==> config.mk <==
export PLATFORM = sky130hd
export DESIGN_NAME = coin_field_drawer_flat
export DESIGN_NICKNAME = d
export VERILOG_FILES = /design/src/rtl/coin_field_drawer_if.sv /design/src/rtl/coin_field_drawer.sv /design/src/flat_wrapper.sv
export SDC_FILE = /design/constraint.sdc
export NUM_CORES = 1
export LEC_CHECK = 0
export ABC_AREA = 1
export CAP_MARGIN = 0
export CORE_ASPECT_RATIO = 0.8
export CORE_MARGIN = 10
export CORE_UTILIZATION = 60
export CTS_CLUSTER_DIAMETER = 80
export DETAILED_ROUTE_END_ITERATION = 7
export PLACE_DENSITY_LB_ADDON = 0.3
export SYNTH_ARGS = -nofsm -noshare
export SYNTH_HDL_FRONTEND = slang
export SYNTH_SLANG_ARGS = --single-unit
==> constraint.sdc <==
create_clock -name clock -period 7.8 [get_ports clock]
set_clock_uncertainty 0.1 [all_clocks]
set_input_delay 0.78 -clock clock [delete_from_list [all_inputs] [get_ports clock]]
set_output_delay 0.78 -clock clock [all_outputs]
set_load 0.01 [all_outputs]
==> src/rtl/coin_field_drawer_if.sv <==
// Plot stream, player update and status signals of the coin field drawer.
// master drives start/player inputs; slave is the drawer itself.
interface coin_field_drawer_if #(
  parameter int SCORE_W = 8
);
  logic               start;
  logic [7:0]         playerX;
  logic [6:0]         playerY;
  logic               playerValid;
  logic [7:0]         oX;
  logic [6:0]         oY;
  logic [8:0]         oColour;
  logic               oPlot;
  logic               busy;
  logic               coin_taken;
  logic [SCORE_W-1:0] score;
  logic               all_collected;

  modport master (
    output start, playerX, playerY, playerValid,
    input  oX, oY, oColour, oPlot, busy, coin_taken, score, all_collected
  );

  modport slave (
    input  start, playerX, playerY, playerValid,
    output oX, oY, oColour, oPlot, busy, coin_taken, score, all_collected
  );
endinterface

==> src/rtl/coin_field_drawer.sv <==
// Grid of collectible coins: draws the field on start, then erases and scores
// each coin the player lands on. One plotted pixel per cycle, no stalls.
//
// state | meaning
// IDLE  | nothing armed, waiting for start
// DRAW  | streaming every coin's pixels in coin colour
// ARMED | field drawn, waiting for a player update or a restart
// CHECK | scanning coins one per cycle against the latched position
// ERASE | plotting the collected coin in background colour
module coin_field_drawer #(
  parameter int         COLS        = 8,
  parameter int         ROWS        = 6,
  parameter int         X0          = 8,
  parameter int         Y0          = 8,
  parameter int         PITCH       = 18,
  parameter int         COIN_SIZE   = 2,
  parameter logic [8:0] COIN_COLOUR = 9'b111111000,
  parameter logic [8:0] BG_COLOUR   = 9'b000000000,
  parameter int         SCORE_W     = 8
) (
  input  logic clock,
  input  logic resetn,
  coin_field_drawer_if.slave bus
);
  localparam int N  = ROWS * COLS;
  localparam int IW = (N > 1) ? $clog2(N) : 1;
  localparam int CW = (COLS > 1) ? $clog2(COLS) : 1;
  localparam int OW = (COIN_SIZE > 1) ? $clog2(COIN_SIZE) : 1;

  typedef enum logic [2:0] {IDLE, DRAW, ARMED, CHECK, ERASE} state_t;
  state_t state, state_nxt;

  logic [IW-1:0]      idx;
  logic [CW-1:0]      col;
  logic [7:0]         cx;
  logic [6:0]         cy;
  logic [OW-1:0]      ox, oy;
  logic [N-1:0]       mask;
  logic [7:0]         plx;
  logic [6:0]         ply;
  logic [7:0]         plot_x;
  logic [6:0]         plot_y;
  logic [8:0]         plot_colour;
  logic               plot_en;
  logic               taken;
  logic [SCORE_W-1:0] score_q;
  logic               all_done;

  logic          pix_last, coin_last, hit, start_ok, move_ok;
  logic [OW-1:0] ox_n, oy_n;
  logic [CW-1:0] col_n;
  logic [7:0]    cx_n;
  logic [6:0]    cy_n;
  logic [N-1:0]  mask_after;

  always_ff @(posedge clock or negedge resetn) begin
    if (!resetn) state <= IDLE;
    else         state <= state_nxt;
  end

  always_comb begin
    state_nxt = state;
    pix_last  = (ox == OW'(COIN_SIZE - 1)) && (oy == OW'(COIN_SIZE - 1));
    coin_last = (idx == IW'(N - 1));
    start_ok  = bus.start && (state == IDLE || state == ARMED);
    move_ok   = !bus.start && bus.playerValid && (state == ARMED);
    hit       = (state == CHECK) && mask[idx]
                && ({1'b0, plx} >= {1'b0, cx}) && ({1'b0, plx} < {1'b0, cx} + 9'(COIN_SIZE))
                && ({1'b0, ply} >= {1'b0, cy}) && ({1'b0, ply} < {1'b0, cy} + 8'(COIN_SIZE));
    case (state)
      IDLE:    if (start_ok) state_nxt = DRAW;
      DRAW:    if (pix_last && coin_last) state_nxt = ARMED;
      ARMED:   if (start_ok) state_nxt = DRAW;
               else if (move_ok) state_nxt = CHECK;
      CHECK:   if (hit) state_nxt = ERASE;
               else if (coin_last) state_nxt = ARMED;
      ERASE:   if (pix_last) state_nxt = ARMED;
      default: state_nxt = IDLE;
    endcase
  end

  // Next pixel inside the coin (row-major) and next coin origin, by accumulation.
  always_comb begin
    ox_n = ox + OW'(1);
    oy_n = oy;
    if (ox == OW'(COIN_SIZE - 1)) begin
      ox_n = '0;
      oy_n = oy + OW'(1);
    end
    col_n = col + CW'(1);
    cx_n  = cx + 8'(PITCH);
    cy_n  = cy;
    if (col == CW'(COLS - 1)) begin
      col_n = '0;
      cx_n  = 8'(X0);
      cy_n  = cy + 7'(PITCH);
    end
    mask_after      = mask;
    mask_after[idx] = 1'b0;
  end

  always_ff @(posedge clock or negedge resetn) begin
    if (!resetn) begin
      idx <= '0; col <= '0; cx <= '0; cy <= '0; ox <= '0; oy <= '0;
      mask <= '0; plx <= '0; ply <= '0;
      plot_x <= '0; plot_y <= '0; plot_colour <= '0; plot_en <= 1'b0;
      taken <= 1'b0; score_q <= '0; all_done <= 1'b0;
    end else begin
      taken <= 1'b0;
      if (start_ok || move_ok) begin
        idx <= '0; col <= '0; cx <= 8'(X0); cy <= 7'(Y0); ox <= '0; oy <= '0;
      end
      if (start_ok) begin
        mask        <= '1;
        score_q     <= '0;
        all_done    <= 1'b0;
        plot_x      <= 8'(X0);
        plot_y      <= 7'(Y0);
        plot_colour <= COIN_COLOUR;
        plot_en     <= 1'b1;
      end else if (move_ok) begin
        plx <= bus.playerX;
        ply <= bus.playerY;
      end
      case (state)
        DRAW, ERASE: begin
          if (!pix_last) begin
            ox     <= ox_n;
            oy     <= oy_n;
            plot_x <= cx + 8'(ox_n);
            plot_y <= cy + 7'(oy_n);
          end else if (state == DRAW && !coin_last) begin
            idx    <= idx + IW'(1);
            col    <= col_n;
            cx     <= cx_n;
            cy     <= cy_n;
            ox     <= '0;
            oy     <= '0;
            plot_x <= cx_n;
            plot_y <= cy_n;
          end else begin
            plot_en <= 1'b0;
          end
        end
        CHECK: begin
          if (hit) begin
            mask        <= mask_after;
            taken       <= 1'b1;
            if (score_q != {SCORE_W{1'b1}}) score_q <= score_q + SCORE_W'(1);
            if (mask_after == '0) all_done <= 1'b1;
            ox          <= '0;
            oy          <= '0;
            plot_x      <= cx;
            plot_y      <= cy;
            plot_colour <= BG_COLOUR;
            plot_en     <= 1'b1;
          end else if (!coin_last) begin
            idx <= idx + IW'(1);
            col <= col_n;
            cx  <= cx_n;
            cy  <= cy_n;
          end
        end
        default: ;
      endcase
    end
  end

  assign bus.oX            = plot_x;
  assign bus.oY            = plot_y;
  assign bus.oColour       = plot_colour;
  assign bus.oPlot         = plot_en;
  assign bus.busy          = (state == DRAW) || (state == CHECK) || (state == ERASE);
  assign bus.coin_taken    = taken;
  assign bus.score         = score_q;
  assign bus.all_collected = all_done;
endmodule

==> src/flat_wrapper.sv <==
// flat-port wrapper written by rule: the top's interface ports become plain ports
module coin_field_drawer_flat 
#(
  parameter int         COLS        = 8,
  parameter int         ROWS        = 6,
  parameter int         X0          = 8,
  parameter int         Y0          = 8,
  parameter int         PITCH       = 18,
  parameter int         COIN_SIZE   = 2,
  parameter logic [8:0] COIN_COLOUR = 9'b111111000,
  parameter logic [8:0] BG_COLOUR   = 9'b000000000,
  parameter int         SCORE_W     = 8
)
  (clock, resetn, bus_start, bus_playerX, bus_playerY, bus_playerValid, bus_oX, bus_oY, bus_oColour, bus_oPlot, bus_busy, bus_coin_taken, bus_score, bus_all_collected);
  coin_field_drawer_if #(.SCORE_W(SCORE_W)) bus_i ();
  input  logic clock;
  input  logic resetn;
  input wire logic [$bits(bus_i.start)-1:0] bus_start;
  input wire logic [$bits(bus_i.playerX)-1:0] bus_playerX;
  input wire logic [$bits(bus_i.playerY)-1:0] bus_playerY;
  input wire logic [$bits(bus_i.playerValid)-1:0] bus_playerValid;
  output wire logic [$bits(bus_i.oX)-1:0] bus_oX;
  output wire logic [$bits(bus_i.oY)-1:0] bus_oY;
  output wire logic [$bits(bus_i.oColour)-1:0] bus_oColour;
  output wire logic [$bits(bus_i.oPlot)-1:0] bus_oPlot;
  output wire logic [$bits(bus_i.busy)-1:0] bus_busy;
  output wire logic [$bits(bus_i.coin_taken)-1:0] bus_coin_taken;
  output wire logic [$bits(bus_i.score)-1:0] bus_score;
  output wire logic [$bits(bus_i.all_collected)-1:0] bus_all_collected;
  assign bus_i.start = bus_start;
  assign bus_i.playerX = bus_playerX;
  assign bus_i.playerY = bus_playerY;
  assign bus_i.playerValid = bus_playerValid;
  assign bus_oX = bus_i.oX;
  assign bus_oY = bus_i.oY;
  assign bus_oColour = bus_i.oColour;
  assign bus_oPlot = bus_i.oPlot;
  assign bus_busy = bus_i.busy;
  assign bus_coin_taken = bus_i.coin_taken;
  assign bus_score = bus_i.score;
  assign bus_all_collected = bus_i.all_collected;
  coin_field_drawer #(.COLS(COLS), .ROWS(ROWS), .X0(X0), .Y0(Y0), .PITCH(PITCH), .COIN_SIZE(COIN_SIZE), .COIN_COLOUR(COIN_COLOUR), .BG_COLOUR(BG_COLOUR), .SCORE_W(SCORE_W)) u_core (.clock(clock), .resetn(resetn), .bus(bus_i));
endmodule
* Word level (Yosys, flattened, before mapping)
Cells that the tools add are included.
** Storage, ports and cells
- Input bits :: 19
- Output and inout bits :: 36
- Word-level logic and storage cells :: 154
- Register bits :: 127
** Cells by class
- Reduce and logical (&&, ||, !) cells :: 23
- Mux-type cells :: 82
- Order comparisons :: 6
- Equal/unequal tests :: 12
- Add/sub/neg operators :: 11
- Bitwise gates (word level) :: 3
** Operators by type and width (count)
- 48-bit two-way mux :: 3
- 8-bit two-way mux :: 14
- 7-bit two-way mux :: 10
- 48-bit bitwise AND :: 1
- 48-bit logical NOT :: 1
- 48-bit inverter :: 1
- 3-bit two-way mux :: 13
- 8-bit one-hot mux with 2 select lines :: 2
- 6-bit two-way mux :: 5
- 7-bit one-hot mux with 2 select lines :: 2
- 9-bit two-way mux :: 3
- 1-bit two-way mux :: 22
- 3-bit one-hot mux with 5 select lines :: 1
- 1-bit logical AND :: 12
- 6-bit one-hot mux with 2 select lines :: 1
- 8-bit by 2-bit adder with 9-bit output (second input constant) :: 1
- 8-bit by 9-bit less-than comparator with 1-bit output :: 1
- 7-bit by 2-bit adder with 8-bit output (second input constant) :: 1
- 8-bit by 1-bit adder with 8-bit output :: 1
- 8-bit by 1-bit adder with 8-bit output (second input constant) :: 1
- 8-bit by 5-bit adder with 8-bit output (second input constant) :: 1
- 8-bit >= comparator :: 1
- 7-bit by 8-bit less-than comparator with 1-bit output :: 1
- 8-bit != test (second input constant) :: 1
- other kinds (25) :: 37

* Logic depth before layout (Yosys ltp)
Gate-level depths: netlist (run 1).
- Depth after elaboration :: 10
- Depth in mapped cells :: 19
- Depth with buffers taken out :: 17

* Worst setup path after synthesis (run 1)
Ideal clock, no wire load.
- Kind :: register to register
- From :: register u_core.cy[1]
- To :: register u_core.plot_y[0] (netlist: u_core.bus.oY[0])
- Path buffers :: 1
- Stages on the path, launching flop included :: 15
- Path slack :: 5138 ps
- Setup time :: 130 ps
- Data arrival time :: 2432 ps
- Clock period less this slack :: 2662 ps
- Cell sequence :: dfrtp_1 > ha_1 > or2_2 > nand2_1 > ha_1 > a21o_1 > a31oi_1 > o21ai_1 > nor2_4 > nand4_4 > nand2_1 > nand2_1 > buf_4 > nand2_1 > nand3_1
** Between the ends
- Cells in the longest elaborated chain, start to end :: 5
** Ends and longest elaborated chain
- start, declared :: RTL line coin_field_drawer.sv:36 : logic [6:0] cy;
- start signal, assigned :: RTL line coin_field_drawer.sv:136 : cy <= cy_n;
- start signal, assigned :: RTL line coin_field_drawer.sv:161 : cy <= cy_n;
- 7-bit by 2-bit adder with 8-bit output / 7-bit >= comparator (equally long branches) :: RTL line coin_field_drawer.sv:69 : && ({1'b0, ply} >= {1'b0, cy}) && ({1'b0, ply} < {1'b0, cy} + 8'(COIN_SIZE));
- 7-bit by 8-bit less-than comparator with 1-bit output / 1-bit logical AND (equally long branches) :: RTL line coin_field_drawer.sv:69
- 1-bit logical AND (*) :: RTL line coin_field_drawer.sv:69
- 7-bit two-way mux (*) :: RTL line coin_field_drawer.sv:146 : if (hit) begin
- 7-bit one-hot mux with 2 select lines (*) :: RTL line coin_field_drawer.sv:125 : case (state)
- end signal, assigned :: RTL line coin_field_drawer.sv:131 : plot_y <= cy + 7'(oy_n);
- end signal, assigned :: RTL line coin_field_drawer.sv:140 : plot_y <= cy_n;
- end signal, assigned :: RTL line coin_field_drawer.sv:154 : plot_y <= cy;
- end, declared :: RTL line coin_field_drawer.sv:42 : logic [6:0] plot_y;
Mark *: on every way between the ends. The rest lies on a longest branch, timed or not.
A chain may end at the register's enable or synchronous reset.

* Worst setup path after layout (run 1)
- From :: register u_core.cy[1]
- To :: register u_core.oy
** Between the ends
- Cells in the longest elaborated chain, start to end :: 5
** Ends and longest elaborated chain
- 7-bit by 2-bit adder with 8-bit output / 7-bit >= comparator (equally long branches) :: RTL line coin_field_drawer.sv:69
- 7-bit by 8-bit less-than comparator with 1-bit output / 1-bit logical AND (equally long branches) :: RTL line coin_field_drawer.sv:69
- 1-bit logical AND (*) :: RTL line coin_field_drawer.sv:69
- 1-bit two-way mux (*) :: RTL line coin_field_drawer.sv:146
- 1-bit one-hot mux with 2 select lines (*) :: RTL line coin_field_drawer.sv:125
- end signal, assigned :: RTL line coin_field_drawer.sv:129 : oy <= oy_n;
- end, declared :: RTL line coin_field_drawer.sv:37 : logic [OW-1:0] ox, oy;
Marked as above.

==> results of run 1 <==
layout make-up:
| class | instances | area, um2 | area share [%] |
|---|---|---|---|
| clock inverters | 7 | 62.6 | 0.641 |
| flip-flops and latches | 127 | 3180 | 32.5 |
| well taps | 184 | 230 | 2.36 |
| repair buffers | 62 | 602 | 6.16 |
| clock buffers | 22 | 484 | 4.96 |
| multi-input cells | 902 | 4700 | 48.2 |
| inverters | 133 | 504 | 5.16 |
state kept, by name, indices dropped and copies added, names as in the netlist:
signal / cells
u_core.cy: 7
u_core.plx: 8
u_core.bus.oColour: 9
u_core.mask: 48
u_core.bus.oPlot: 1
u_core.idx: 6
u_core.col: 3
u_core.bus.oX: 8
u_core.ply: 7
u_core.bus.coin_taken: 1
u_core.bus.oY: 7
u_core.bus.all_collected: 1
u_core.cx: 8
u_core.bus.score: 8
u_core.oy: 1
u_core.state: 3
u_core.ox: 1
cell usage after synthesis (all sizes together), types with 15 or more instances:
cell type	n	area (um2)
a21oi	51	259
buf	32	213
clkbuf	31	116
dfrtp	127	3180
ha	39	488
inv	130	493
mux2	15	169
nand2	320	1210
nand3	95	480
nand4	21	146
nor2	91	364
o211ai	16	120
o21ai	180	901
layer usage:
| layer | GRT usage, % | share of wire [%] | vias to the layer above |
|---|---|---|---|
| met5 | 0 | 0 | - |
| met4 | 7.88 | 1.5 | 0 |
| met3 | 7.58 | 11 | 45 |
| met2 | 34.8 | 43 | 500 |
| met1 | 34.0 | 44 | 4101 |
| li1 | - | - | 4111 |
worst paths after layout:
| check | to | depth (start not counted) |
|---|---|---|
| worst max-delay path | u_core.oy | 14 |
| worst min-delay path | u_core.plx[7] | 1 |
| worst max register to register | u_core.oy | 14 |
| worst min register to register | u_core.bus.all_collected | 2 |
| max in group asynchronous | u_core.mask[8] | 2 |
| min in group clock | u_core.bus.all_collected | 2 |
cells in the final DEF (no fill, tap or decap), drive strengths merged:
| cell | count |
|---|---|
| a21boi | 9 |
| a21o | 2 |
| a21oi | 51 |
| a22oi | 2 |
| a2bb2oi | 1 |
| a31oi | 2 |
| a32oi | 1 |
| buf | 9 |
| bufinv | 1 |
| clkbuf | 22 |
| clkdlybuf4s50 | 53 |
| clkinv | 8 |
| clkinvlp | 1 |
| dfrtp | 127 |
| ha | 39 |
| inv | 130 |
| mux2 | 15 |
| mux2i | 1 |
| nand2 | 320 |
| nand3 | 95 |
| nand3b | 2 |
| nand4 | 21 |
| nor2 | 91 |
| nor3 | 14 |
| nor3b | 1 |
| nor4 | 6 |
| nor4b | 1 |
| o2111ai | 5 |
| o211ai | 16 |
| o21a | 3 |
| o21ai | 180 |
| o21bai | 4 |
| o221ai | 1 |
| o22ai | 1 |
| or2 | 2 |
| or3 | 1 |
| xnor2 | 1 |
| xor2 | 14 |
cells by family (layout without fill, tap and decap cells):
family                   after synthesis  after routing  synth area share [%]
XOR/XNOR                              15             15                  1.51
AND/OR/NAND/NOR                      554            554                  27.3
AO/OA/AOI/OAI                        278            278                  17.4
adder cells (fa/ha/maj)               39             39                  5.60
flip-flops                           127            127                  36.5
multiplexers                          16             16                  2.05
buffers and inverters                196            224                  9.57
where the power goes:
part | total [mW] | internal [mW] | switching, mW
clock | 0.751 | 0.463 | 0.288
sequential | 0.659 | 0.659 | 0
combinational | 0.0222 | 0.00824 | 0.0140
total | 1.43 | 1.13 | 0.302
metrics by stage:
step	cell area, um2	cells
after global routing	9770	1437
after detailed placement	9220	1408
after CTS	9770	1437
after global placement	9220	1408
after floorplan	8710	1225
final	9770	1437
critical path, stage by stage (launching register included):
cell	delay, ps
dfrtp_1	460
ha_1	270
or2_2	320
nand2_1	90
ha_1	240
a21o_1	180
a31oi_1	190
o21ai_1	170
nor2_4	190
nand4_4	490
buf_4	510
nand2_1	190
nand2_1	380
nand3_1	180
o21ai_0	100
==> impl_metrics.env, run 1 <==
export IMPL_status="complete, no violations"
export IMPL_relSlewSlack_pct=31.0
export IMPL_leakagePower_nw=4.60
export IMPL_clk_path_buf_depth=2
export IMPL_cts_sinks=127
export IMPL_htreeDepth=4
export IMPL_r2r_start="u_core.cy[1]"
export IMPL_ant_nets=0
export IMPL_cts_root_buf="clkbuf_16"
export IMPL_fillers=1180
export IMPL_num_vias=8757
export IMPL_cp_startpoint="u_core.cy[1]"
export IMPL_avgSynthCellArea_um2=7.11
export IMPL_p_per_area_mw_per_mm2=147
export IMPL_wl_per_cell_um=16.9
export IMPL_drcViolationCount=0
export IMPL_cp_start_kind="register"
export IMPL_clkTransAtPathRegs_ps=60
export IMPL_cts_resized_gates=0
export IMPL_grt_pass1_vias=8134
export IMPL_place_congestion=0.960
export IMPL_grt_pass1_wl_mm=40.3
export IMPL_drt_wl_total_mm=24.2
export IMPL_synthFlopType="dfrtp_1"
export IMPL_clock_latency_ps=430
export IMPL_timing_hold_ws_ps=190
export IMPL_core_area_mm2=0.0142
export IMPL_hold_viol_final=0
export IMPL_ys_seq_area_share_pct=36.5
export IMPL_min_period_ps=4230
export IMPL_setup_tns_ps=0
export IMPL_ys_types=48
export IMPL_die_x_um=155
export IMPL_fin_crit_sh_pct=54.3
export IMPL_synth_edff_count=0
export IMPL_pre_cts_ws_ps=3640
export IMPL_final_nets=1301
export IMPL_max_vdd_ir_drop_mv=0.150
export IMPL_cts_buffers=17
export IMPL_initial_core_util_pct=61.1
export IMPL_maxCapViolations=0
export IMPL_postCtsSetupBuffers=0
export IMPL_worst_setup_path_end_kind="register"
export IMPL_hold_path_class="in2async"
export IMPL_fin_ws_ps=3570
export IMPL_num_rows=39
export IMPL_antenna_found_initial=0
export IMPL_cts_tree="done"
export IMPL_ys_ff_latch=127
export IMPL_vias_per_cell=6.09
export IMPL_dpl_hpwl_mm=16.4
export IMPL_cp_arrival_ps=4410
export IMPL_rsz0062_at_grt="false"
export IMPL_fmax_mhz=236
export IMPL_grt_usage_pct=24.3
export IMPL_reg2reg_slack_ps=3570
export IMPL_drtPass1Iterations=5
export IMPL_cts_hold_fix_buffers=0
export IMPL_synth_area_mm2=0.00871
export IMPL_synth_warnings=0
export IMPL_critical_path_class="reg2reg"
export IMPL_insertedDiodeCount=0
export IMPL_drt_iter0_drc=1304
export IMPL_worstMarginPinSlew_ps=1030
export IMPL_setup_viol=0
export IMPL_grt_max_degree=75
export IMPL_syn_nets=1283
export IMPL_crit_fanout=62
export IMPL_finalPower_mw=1.43
export IMPL_final_max_slew_viol_count=0
export IMPL_dieArea_mm2=0.0198
export IMPL_pin_count=55
export IMPL_syn_to_final_growth_pct=12.1
export IMPL_finalCoreUtilization_pct=68.5
export IMPL_synthCells=1225
export IMPL_worstPathRequired_ps=7980
export IMPL_drive_above_1_share_pct=6.07
export IMPL_synthArstFlopShare_pct=100
export IMPL_port_buffers=54
export IMPL_globalRoute_totalOverflow=0
export IMPL_die_y_um=128
Power figures use the tool's default switching activity.
==> run 2: changes to the inputs <==
--- a/config.mk
+++ b/config.mk
@@ -9,7 +9,7 @@
 export CAP_MARGIN = 0
 export CORE_ASPECT_RATIO = 0.8
 export CORE_MARGIN = 10
-export CORE_UTILIZATION = 60
+export CORE_UTILIZATION = 55
 export CTS_CLUSTER_DIAMETER = 80
 export DETAILED_ROUTE_END_ITERATION = 7
 export PLACE_DENSITY_LB_ADDON = 0.3
==> constraint.sdc (replaced) <==
create_clock -name clock -period 3.4 [get_ports clock]
set_clock_uncertainty 0.1 [all_clocks]
set_input_delay 0.34 -clock clock [delete_from_list [all_inputs] [get_ports clock]]
set_output_delay 0.34 -clock clock [all_outputs]
set_load 0.01 [all_outputs]
==> run 2 against run 1 <==
Non-clock buffer count up 25. Die area rose by 7.8%. Sequential share of layout area decreased by 1.1 points. Clock power rose to 2.6 times the previous value. Critical path depth grew 1. Count of clock-buffer cells in the layout is 1 lower. Combinational power increased by 150%. Flip-flop and latch count unchanged. Core utilization down 3.9 points. Highest routed layer unchanged.
==> impl_metrics.env, run 2 (synthesis gave the netlist of run 1 again) <==
export IMPL_postCtsSetupBuffers=0
export IMPL_worstPathRequired_ps=3580
export IMPL_swShare_pct=20.4
export IMPL_grt_pass1_wl_mm=42.5
export IMPL_seqPwrFrac_pct=42.5
export IMPL_clk_path_buf_depth=2
export IMPL_cp_arrival_ps=3380
export IMPL_fin_cells=1497
export IMPL_clkTransAtPathRegs_ps=60
export IMPL_hold_viol_final=0
export IMPL_critPathBufInv=0
export IMPL_dp_cells=1463
export IMPL_status="complete, no violations"
export IMPL_maxCapViolations=0
export IMPL_leakagePower_nw=4.78
export IMPL_max_stage_delay_ps=500
export IMPL_relSlewSlack_pct=43.2
export IMPL_worstMarginPinSlew_ps=851
export IMPL_crit_chain="ha_1 -> nand3_1 -> nor2_1 -> xor2_1 -> ha_1 -> nand3_1 -> nand2_1 -> a21oi_2 -> nand2_1 -> nor2_4 -> nand4_4 -> nand2_1 -> nand2_2 -> nand3_1 -> o21ai_0"
export IMPL_cts_sinks=127
export IMPL_cpMaxStageDelayCell="dfrtp_1"
export IMPL_core_area_mm2=0.0156
export IMPL_top_register="u_core.mask"
export IMPL_clkPwrFrac_pct=55.9
export IMPL_num_vias=8704
export IMPL_drive_above_1_share_pct=8.27
export IMPL_layout_common_cells="315 x nand2_1, 157 x o21ai_0, 127 x dfrtp_1"
export IMPL_dieArea_mm2=0.0213
export IMPL_htreeDepth=4
export IMPL_fin_crit_sh_pct=94.2
export IMPL_fin_area_mm2=0.0101
export IMPL_syn_to_final_growth_pct=16.1
export IMPL_cp_start_kind="register"
export IMPL_grt_pass1_vias=8350
export IMPL_die_x_um=161
export IMPL_max_vdd_ir_drop_mv=0.340
export IMPL_min_period_ps=3200
export IMPL_die_y_um=133
export IMPL_place_congestion=0.913
export IMPL_drt_iter0_drc=935
export IMPL_finalPower_mw=3.55
export IMPL_intPower_mw=2.83
export IMPL_comb_power_share_pct=1.5
export IMPL_insertedDiodeCount=0
export IMPL_setup_viol=0
export IMPL_drt_wl_total_mm=25.4
export IMPL_dpl_hpwl_mm=17.3
export IMPL_critical_path_class="reg2reg"
export IMPL_final_max_slew_viol_count=0
export IMPL_port_buffers=54
export IMPL_crit_family="simple AND/OR/NAND/NOR gates"
export IMPL_power_switching_uw=725
export IMPL_final_common_cell="nand2_1"
export IMPL_cts_buffers=17
export IMPL_cts_root_buf="clkbuf_16"
export IMPL_antenna_found_initial=0
export IMPL_initial_core_util_pct=55.7
export IMPL_grt_usage_pct=24.0
export IMPL_final_nets=1327
export IMPL_dpl_cell_area_mm2=0.00945
export IMPL_num_rows=41
export IMPL_hold_path_class="in2reg"
export IMPL_globalRoute_totalOverflow=0
export IMPL_fmax_mhz=312
export IMPL_vias_per_cell=5.81
export IMPL_drtPass1Iterations=7
export IMPL_crit_fanout=13
export IMPL_p_per_area_mw_per_mm2=352
export IMPL_rsz0062_at_grt="false"
export IMPL_setup_tns_ps=0
export IMPL_wl_per_cell_um=17.0
export IMPL_grt_max_degree=85
export IMPL_clock_latency_ps=430
export IMPL_timing_hold_ws_ps=382
export IMPL_ant_nets=0
export IMPL_pin_count=55
export IMPL_cts_tree="done"
export IMPL_worst_setup_path_end_kind="register"
export IMPL_drcViolationCount=0
export IMPL_largest_register_ffs=48
run 2: changes by cell type in the layout (fill, tap and decap cells not counted), sizes merged:
cell         before  now
nor2             91   92
buf               9   33
bufinv            1    4
dlygate4sd3       0    1
clkbuf           22   21
clkinvlp          1    2
run 2: tightest hold or removal path, stage by stage:
cell	delay [ps]
clkdlybuf4s50_1	400
nor2_1	100
a21oi_1	40
run 2: stage by stage:
stage | setup slack, ps | util, %
2_1_floorplan | 738 | -
3_3_place_gp | 311 | 60.4
3_5_place_dp | 152 | 60.4
4_1_cts | 140 | 64.6
5_1_grt | 3.95 | 64.6
6_report | 198 | 64.6
run 2: power by group through the flow:
stage / Clock [mW] / Combinational [mW] / Sequential, mW
after global routing: 2.08 / 0.0624 / 1.51
after CTS: 2.00 / 0.0574 / 1.51
after floorplan: 0 / 0.000395 / 1.54
after global placement: 0 / 0.0560 / 1.54
final: 1.99 / 0.0547 / 1.51
after detailed placement: 0 / 0.0563 / 1.54
run 2: layout make-up:
class | instances | area [um2]
Clock inverter | 11 | 160
Inverter | 133 | 504
Multi-Input combinational cell | 903 | 4710
Clock buffer | 21 | 480
Fill cell | 1365 | 5530
Timing Repair Buffer | 87 | 808
Tap cell | 215 | 269
Sequential cell | 127 | 3180
run 2: metal layers:
metal | track usage (%) | part of all wire, % | vias to the layer above
met5 | 0 | 0 | -
met4 | 7.03 | 1.4 | 0
met3 | 5.89 | 10 | 50
li1 | - | - | 4157
met1 | 34.4 | 46 | 4073
met2 | 34.9 | 42 | 424
run 2: path summary, 6_finish.rpt:
kind	startpoint	end	slack, ps	cells past startpoint
hold reg to reg	u_core.bus.all_collected	u_core.bus.all_collected	390	2
hold / removal	bus_playerY[0]	u_core.ply[0]	380	3
min in group asynchronous	resetn	u_core.plx[7]	430	2
max in group asynchronous	resetn	u_core.mask[16]	2050	3
setup / recovery	u_core.cx[1]	u_core.oy	200	15
setup reg to reg	u_core.cx[1]	u_core.oy	200	15
run 2: repair_timing:
action	in CTS	in global routing
hold buffers	1	0
endpoints found under the hold margin	83	0
setup endpoints to repair	0	20
gates resized for setup	0	2
==> run 3: changes to the inputs <==
--- a/config.mk
+++ b/config.mk
@@ -9,7 +9,8 @@
 export CAP_MARGIN = 0
 export CORE_ASPECT_RATIO = 0.8
 export CORE_MARGIN = 10
-export CORE_UTILIZATION = 55
+export CORE_UTILIZATION = 60
+export CTS_BUF_LIST = sky130_fd_sc_hd__clkbuf_4 sky130_fd_sc_hd__clkbuf_8 sky130_fd_sc_hd__clkbuf_16
 export CTS_CLUSTER_DIAMETER = 80
 export DETAILED_ROUTE_END_ITERATION = 7
 export PLACE_DENSITY_LB_ADDON = 0.3
==> constraint.sdc (replaced) <==
create_clock -name clock -period 4 [get_ports clock]
set_clock_uncertainty 0.1 [all_clocks]
set_input_delay 0.4 -clock clock [delete_from_list [all_inputs] [get_ports clock]]
set_output_delay 0.4 -clock clock [all_outputs]
set_load 0.01 [all_outputs]
==> run 3 against run 2 <==
Cell count decreased by 3.4%. Sequential power decreased by 15%. Via count increased by 1.7%. Routed wire length increased by 0.43%. First-iteration DRC count increased by 44%. Flip-flop and latch count unchanged. Critical path type unchanged.
==> impl_metrics.env, run 3 (synthesis gave the netlist of run 1 again) <==
export IMPL_reg2reg_slack_ps=550
export IMPL_fin_ws_ps=551
export IMPL_num_vias=8851
export IMPL_fin_crit_sh_pct=86.2
export IMPL_dpl_cell_area_mm2=0.00928
export IMPL_cts_buffers=17
export IMPL_min_to="u_core.bus.all_collected"
export IMPL_cp_start_kind="register"
export IMPL_max_vdd_ir_drop_mv=0.328
export IMPL_grt_usage_pct=25.7
export IMPL_r2r_start="u_core.cx[2]"
export IMPL_antenna_found_initial=0
export IMPL_pin_count=55
export IMPL_cts_sinks=127
export IMPL_setup_tns_ps=0
export IMPL_finalPower_mw=2.98
export IMPL_whs_path_depth=2
export IMPL_timing_hold_ws_ps=399
export IMPL_max_stage_delay_ps=490
export IMPL_dp_cells=1416
export IMPL_initial_core_util_pct=61.1
export IMPL_port_buffers=54
export IMPL_status="complete, no violations"
export IMPL_cts_root_buf="clkbuf_16"
export IMPL_fmax_mhz=290
export IMPL_hold_path_class="reg2reg"
export IMPL_reg2reg_depth=15
export IMPL_setup_viol=0
export IMPL_maxCapViolations=0
export IMPL_dpl_hpwl_mm=16.9
export IMPL_relSlewSlack_pct=31.9
export IMPL_leakagePower_nw=4.68
export IMPL_fin_area_mm2=0.00991
export IMPL_critical_path_class="reg2reg"
export IMPL_insertedDiodeCount=0
export IMPL_postCtsSetupBuffers=0
export IMPL_vias_per_cell=6.12
export IMPL_die_y_um=128
export IMPL_grt_pass1_vias=8319
export IMPL_critPathBufInv=0
export IMPL_ant_nets=0
export IMPL_cts_tree="done"
export IMPL_cp_arrival_ps=3620
export IMPL_drcViolationCount=0
export IMPL_core_area_mm2=0.0142
export IMPL_dieArea_mm2=0.0198
export IMPL_hp_start="u_core.bus.all_collected"
export IMPL_htreeDepth=4
export IMPL_wl_per_cell_um=17.6
export IMPL_pre_cts_ws_ps=698
export IMPL_place_congestion=0.940
export IMPL_grt_pass1_wl_mm=42.1
export IMPL_drt_wl_total_mm=25.5
export IMPL_die_x_um=155
export IMPL_drt_iter0_drc=1351
export IMPL_hold_viol_final=0
export IMPL_r2r_end="u_core.oy"
export IMPL_p_per_area_mw_per_mm2=301
export IMPL_layout_common_cells="316 x nand2_1, 157 x o21ai_0, 127 x dfrtp_1"
export IMPL_final_max_slew_viol_count=0
export IMPL_crit_family="simple AND/OR/NAND/NOR gates"
export IMPL_worstMarginPinSlew_ps=1020
export IMPL_syn_to_final_growth_pct=13.8
export IMPL_worstPathRequired_ps=4170
export IMPL_grt_max_degree=79
export IMPL_final_common_cell="nand2_1"
export IMPL_worst_setup_path_end_kind="register"
export IMPL_clkTransAtPathRegs_ps=60
export IMPL_final_nets=1310
export IMPL_clock_latency_ps=430
export IMPL_crit_fanout=13
export IMPL_top_register="u_core.mask"
export IMPL_fin_cells=1446
export IMPL_crit_top_cell="nand2_1"
export IMPL_cts_resized_gates=0
export IMPL_drive_above_1_share_pct=6.74
export IMPL_min_period_ps=3450
export IMPL_rsz0062_at_grt="false"
export IMPL_largest_register_ffs=48
export IMPL_clk_path_buf_depth=2
export IMPL_crit_chain="ha_1 -> nand3_1 -> nor2_1 -> xor2_1 -> ha_1 -> nand3_1 -> nand2_1 -> a21oi_2 -> nand2_1 -> nor2_4 -> nand4_4 -> nand2_1 -> nand2_1 -> nand3_1 -> o21ai_0"
export IMPL_finalCoreUtilization_pct=69.5
export IMPL_globalRoute_totalOverflow=0
export IMPL_cpMaxStageDelayCell="dfrtp_1"
export IMPL_num_rows=39
export IMPL_drtPass1Iterations=8
-- run 3: cell count changes in the layout (fill, tap and decap cells not counted) --
cell	change
buf_4	-14
clkinv_2	-4
clkbuf_8	+2
buf_12	-1
buf_6	-1
bufinv_16	-1
clkbuf_4	+1
clkinvlp_4	-1
nand2_1	+1
nand2_2	-1
nor2_2	-1
-- run 3: how the worst max path moves through the flow --
stage                             from                to  slack, ps  depth (start not counted)
after floorplan           u_core.cy[1]  u_core.bus.oY[0]       1340                         14
after global placement    u_core.cx[1]  u_core.bus.oY[5]        770                         15
after detailed placement  u_core.cx[1]      u_core.cx[3]        700                         16
after CTS                 u_core.cx[1]      u_core.cx[4]        660                         16
after global routing      u_core.cx[1]      u_core.cy[5]        290                         16
final                     u_core.cx[2]         u_core.oy        550                         15
-- run 3: where the power goes --
part           internal [mW]  leakage (nW)  total (mW)  switching (mW)
Combinational         0.0173          3.01      0.0460          0.0287
Sequential              1.29          1.36        1.29               0
Clock                   1.07         0.304        1.65           0.571
Total                   2.38          4.68        2.98           0.600
-- run 3: layout make-up --
cell class	instances	area, um2
fillers	1209	4340
well taps	184	230
multi-input cells	902	4700
clock inverters	5	103
flip-flops and latches	127	3180
clock buffers	24	515
inverters	133	504
repair buffers	71	672
-- run 3: tightest hold or removal path, delay by kind of cell (launching register included) --
family | cells | cell delay (ps)
DFF | 1 | 340
and+or+nand+nor | 2 | 120
-- run 3: routing by layer --
metal  vias up  routed length [um]  track usage [%]
li1       4115                   -                -
met1      4121               11200             35.7
met2       545               11000             38.0
met3        70                2880             6.24
met4         0                 508             9.65
met5         -                   0                0
-- run 3: timing repair --
item / 4_1_cts / 5_1_grt
hold buffers: 1 / 0
setup endpoints to repair: 0 / 0
hold endpoints to repair: 76 / 0
